$ cat src/rtl/satalnk_rxcrc.sv
// SATA link-layer receive CRC checker: holds back one word so the final payload
// word can be flagged o_last only once the trailing CRC word has been checked.
//
// state   | meaning
// IDLE    | waiting for the first word of a frame
// FIRST   | one word held, nothing emitted yet
// DATA    | one word held, earlier words emitted
// DISCARD | frame too long, dropping words until i_last
module satalnk_rxcrc #(
  parameter int          MAXLEN   = 2049,
  parameter logic [31:0] CRC_INIT = 32'h52325032
) (
  input  logic        i_phy_clk,
  input  logic        i_reset,
  input  logic        i_valid,
  input  logic [31:0] i_data,
  input  logic        i_last,
  input  logic        i_abort,
  output logic        o_valid,
  output logic [31:0] o_data,
  output logic        o_last,
  output logic        o_link_err,
  output logic [15:0] o_err_count
);
  localparam logic [31:0] POLY     = 32'h04C11DB7;
  localparam logic [11:0] MAXLEN_W = 12'(MAXLEN);

  typedef enum logic [1:0] {IDLE, FIRST, DATA, DISCARD} state_t;

  state_t      state, state_nxt;
  logic [31:0] hold_q, crc_q, crc_next;
  logic [11:0] cnt_q;
  logic        in_frame, word_in, crc_in, over, crc_ok;
  logic        take_first, take_more;
  logic        emit, emit_last, err;

  function automatic logic [31:0] crc_step(input logic [31:0] c, input logic [31:0] d);
    logic [31:0] r;
    r = c;
    for (int i = 31; i >= 0; i--) begin
      r = {r[30:0], 1'b0} ^ ((r[31] ^ d[i]) ? POLY : 32'h0);
    end
    return r;
  endfunction

  assign in_frame   = (state == FIRST) || (state == DATA);
  assign word_in    = i_valid && !i_last;
  assign crc_in     = i_valid && i_last;
  // a further word would push the count past MAXLEN
  assign over       = (cnt_q >= MAXLEN_W);
  assign crc_ok     = (i_data == crc_q);
  assign take_first = (state == IDLE) && word_in;
  assign take_more  = in_frame && !i_abort && word_in && !over;
  assign crc_next   = crc_step(take_first ? CRC_INIT : crc_q, i_data);

  always_ff @(posedge i_phy_clk) begin
    if (!i_reset) state <= IDLE;
    else          state <= state_nxt;
  end

  always_comb begin
    state_nxt = state;
    case (state)
      IDLE: begin
        if (word_in) state_nxt = FIRST;
      end
      FIRST, DATA: begin
        if (i_abort)      state_nxt = IDLE;
        else if (crc_in)  state_nxt = IDLE;
        else if (word_in) state_nxt = over ? DISCARD : DATA;
      end
      DISCARD: begin
        if (i_abort || crc_in) state_nxt = IDLE;
      end
      default: state_nxt = IDLE;
    endcase
  end

  always_comb begin
    emit      = 1'b0;
    emit_last = 1'b0;
    err       = 1'b0;
    case (state)
      IDLE: begin
        err = crc_in;
      end
      FIRST, DATA: begin
        if (i_abort) begin
          err = 1'b1;
        end else if (crc_in) begin
          emit      = crc_ok;
          emit_last = crc_ok;
          err       = !crc_ok;
        end else if (word_in) begin
          emit = !over;
          err  = over;
        end
      end
      default: ;
    endcase
  end

  always_ff @(posedge i_phy_clk) begin
    if (!i_reset) begin
      o_valid     <= 1'b0;
      o_last      <= 1'b0;
      o_link_err  <= 1'b0;
      o_data      <= '0;
      o_err_count <= '0;
      hold_q      <= '0;
      crc_q       <= CRC_INIT;
      cnt_q       <= '0;
    end else begin
      o_valid    <= emit;
      o_last     <= emit_last;
      o_link_err <= err;
      if (emit) o_data <= hold_q;
      if (err && (o_err_count != 16'hFFFF)) o_err_count <= o_err_count + 16'd1;
      if (take_first || take_more) begin
        hold_q <= i_data;
        crc_q  <= crc_next;
        cnt_q  <= take_first ? 12'd1 : cnt_q + 12'd1;
      end else if (state_nxt == IDLE) begin
        crc_q <= CRC_INIT;
        cnt_q <= '0;
      end
    end
  end

endmodule
$ cat config.mk
export PLATFORM = sky130hd
export DESIGN_NAME = satalnk_rxcrc
export DESIGN_NICKNAME = d
export VERILOG_FILES = /design/src/rtl/satalnk_rxcrc.sv
export SDC_FILE = /design/constraint.sdc
export NUM_CORES = 1
export LEC_CHECK = 0
export ABC_CLOCK_PERIOD_IN_PS = 14400
export CELL_PAD_IN_SITES_DETAIL_PLACEMENT = 1
export CELL_PAD_IN_SITES_GLOBAL_PLACEMENT = 1
export CORE_UTILIZATION = 51
export CTS_BUF_LIST = sky130_fd_sc_hd__clkbuf_8
export DETAILED_ROUTE_END_ITERATION = 10
export PLACE_DENSITY = 0.95
export REMOVE_ABC_BUFFERS = 1
export SLEW_MARGIN = 20
export SYNTH_ARGS = -nofsm -noshare
export SYNTH_HDL_FRONTEND = slang
export SYNTH_SLANG_ARGS = --single-unit
$ cat constraint.sdc
create_clock -name i_phy_clk -period 14.4 [get_ports i_phy_clk]
set_input_delay 2.16 -clock i_phy_clk [delete_from_list [all_inputs] [get_ports i_phy_clk]]
set_output_delay 2.16 -clock i_phy_clk [all_outputs]
set_load 0.02 [all_outputs]
==> impl_metrics.ini <==
[worst_setup_path]
worstSetupPathType = in2reg
cp-start-kind = input pin
cp.required_ps = 14690
cp_data_arrival_time_ps = 7720
path_max_fanout = 20
cp-end-kind = flip-flop

[die]
die_h_um = 136
fp.coreArea_um2 = 17400
start_util_pct = 52.4
ios = 88
dieWidth_um = 136
die_area_um2 = 18400
rows = 48

[placed_design]
dpl.cell_count = 1193
gp_congestion = 1.02
pre_cts_ws_ps = 6720
io_buffer_count = 87
place_hpwl_um = 22800

[hold_path]
hold_class = reg2reg

[clocking]
clock_sinks = 129
post_cts_buffers = 0
ctsRootBufferMaster = clkbuf_8
clk_pin_slew_ps = 90
tritoncts = done
post_cts_resized = 0
cts_buffer_depth = 2
cts_htree_levels = 4
insertion_delay_ps = 480
numCtsBuffers = 17
cts_hold_buf = 0

[drt]
vias_per_cell = 6.10
vias = 7468
wire_per_inst_um = 26.1
firstDrtPassIters = 6
wl_um = 32000
post-route-drc-count = 0
dr.first_iter.drc_count = 466
ant_nets = 0

[yosys]
synth_async_sr_flop_share_pct = 0
ys_seq_area_share_pct = 28.4
ys.flop_type = dfxtp_1
yosys.area_share.simple_pct = 14.1
syn_inst = 920
ys_types = 60
synth_xor_area_share_pct = 42.1
postSynthAreaPerCell_um2 = 9.89
syn_area_um2 = 9100
synth-edff-count = 0
synth-compound-area-share_pct = 8.45
ys_ff_latch = 129
synthMuxAreaShare_pct = 3.65
synth_top_family_by_area = XOR/XNOR gates
synthAdderAreaFrac_pct = 0.963
synth_warnings = 0

[timing]
fmax_ghz = 0.134
fin_skew_ps = 12.9
slew_headroom_pct = 27.7
fin_ws_ps = 6960
period_share_pct = 51.7
hold_viol = 0
setup_viol = 0
tightest_slew_ps = 1080
layout_min_cycle_time_ps = 7440
rsz0062_at_grt = no
setup_tns_ps = 0
final-max-slew-violation-count = 0

[run_status]
status = finished, final reports clean

[layout]
nets = 1031
layout.cells.non_filler = 1225
layout-area-overhead-vs-synth_pct = 15.8
antenna_cells = 0
drive_gt1_share_pct = 7.60

[global_routing]
gr-total-overflow = 0
grt_max_degree = 97
antenna_found_initial = 0
grt_usage_pct = 36.3
grt_pass1_wl_um = 48600
grt_pass1_vias = 8158

[flow_run]
maxCapViolCount = 0
logic make-up (layout without fill, tap and decap cells):
family,Yosys count,in the layout
mux,33,33
simple gates,287,287
xor+xnor,290,290
fa+ha+maj,7,7
flops,129,129
compound gates,122,122
buf+inv,52,132
worst paths after layout:
path,to,depth (start not counted),startpoint,slack [ps]
worst max-delay path,crc_q[14],11,i_valid,6960
worst min-delay path,hold_q[30],2,hold_q[30],460
worst max register to register,crc_q[14],12,state[0],8260
worst min register to register,hold_q[30],2,hold_q[30],460
cell usage in the layout (no fill, tap or decap), types with 6 or more instances in the layout:
cell / Yosys / routed
a21oi_1: 60 / 60
inv_1: 8 / 8
ha_1: 7 / 7
and3_1: 8 / 8
o21ai_0: 21 / 21
xor3_1: 7 / 7
xnor2_2: 9 / 9
nand3_1: 10 / 10
clkbuf_8: 0 / 19
nand4_1: 14 / 14
clkdlybuf4s50_1: 0 / 87
nand2b_1: 11 / 11
a22o_1: 7 / 7
nand2_1: 113 / 112
xnor3_2: 7 / 7
xnor2_1: 137 / 137
xnor3_1: 64 / 64
mux2i_1: 32 / 32
nor3_1: 7 / 7
nor2_1: 97 / 96
dfxtp_1: 129 / 129
nand3b_1: 6 / 6
xor2_1: 56 / 56
layer usage:
| metal | routed length (um) | GRT usage (%) | share of wire [%] |
|---|---|---|---|
| met2 | 15800 | 62.9 | 49 |
| met5 | 0 | 0 | 0 |
| met3 | 2000 | 8.34 | 6.2 |
| met4 | 2310 | 25.3 | 7.2 |
| met1 | 11900 | 39.2 | 37 |
state kept, by name, indices dropped and copies added (netlist names):
signal and cells:
hold_q 32, o_err_count 16, state 2, o_last 1, cnt_q 12, o_link_err 1
o_valid 1, crc_q 32, o_data 32
critical path: stages:
cell             delay, ps
clkdlybuf4s50_1        730
and3b_1                910
o221ai_1               390
xnor2_2                500
xnor3_2                650
xnor3_1                420
xnor2_1                490
xor3_1                 590
xnor3_1                390
xnor2_1                270
a21oi_1                200
synthesized netlist by cell type (all sizes together) (2+ instances only):
master / n / area [um^2]
and3: 8 / 50.1
a22oi: 5 / 37.5
xor2: 61 / 572
nand4: 14 / 87.6
nand2b: 11 / 68.8
nor4: 4 / 25.0
nor3: 7 / 35.0
nand3b: 7 / 56.3
xor3: 8 / 191
ha: 7 / 87.6
o22ai: 4 / 25.0
a211oi: 3 / 40.0
or2: 3 / 18.8
o21a: 2 / 15.0
inv: 8 / 30.0
o21ai: 22 / 110
buf: 13 / 71.3
nand2: 113 / 424
nand3: 10 / 50.1
xnor3: 71 / 1610
o221ai: 5 / 67.6
a31oi: 4 / 25.0
o211ai: 3 / 22.5
xnor2: 150 / 1460
nor2: 97 / 364
nand4b: 2 / 17.5
a22o: 7 / 61.3
dfxtp: 129 / 2580
mux2i: 32 / 320
a21oi: 60 / 300
and2: 5 / 31.3
clkbuf: 30 / 113
metrics by stage:
step                cell area, um^2  hold WS [ps]  util, %
floorplan                      8910           432        -
global placement              10100           439     58.2
detailed placement            10100           450     58.2
CTS                           10500           463     60.7
global route                  10500           490     60.7
finish                        10500           462     60.7
layout make-up:
class                      instances  area [um^2]
clock buffer                      19          262
clock inverter                    13          174
fill                            1900         6820
inverter                           9         35.0
multi-input combinational        739         6300
sequential                       129         2580
tap                              225          282
timing repair buffer              91          901
Power is left out: the tool's default activity adds up to more than one toggle a clock period on the data nets, which glitch-free logic cannot reach.
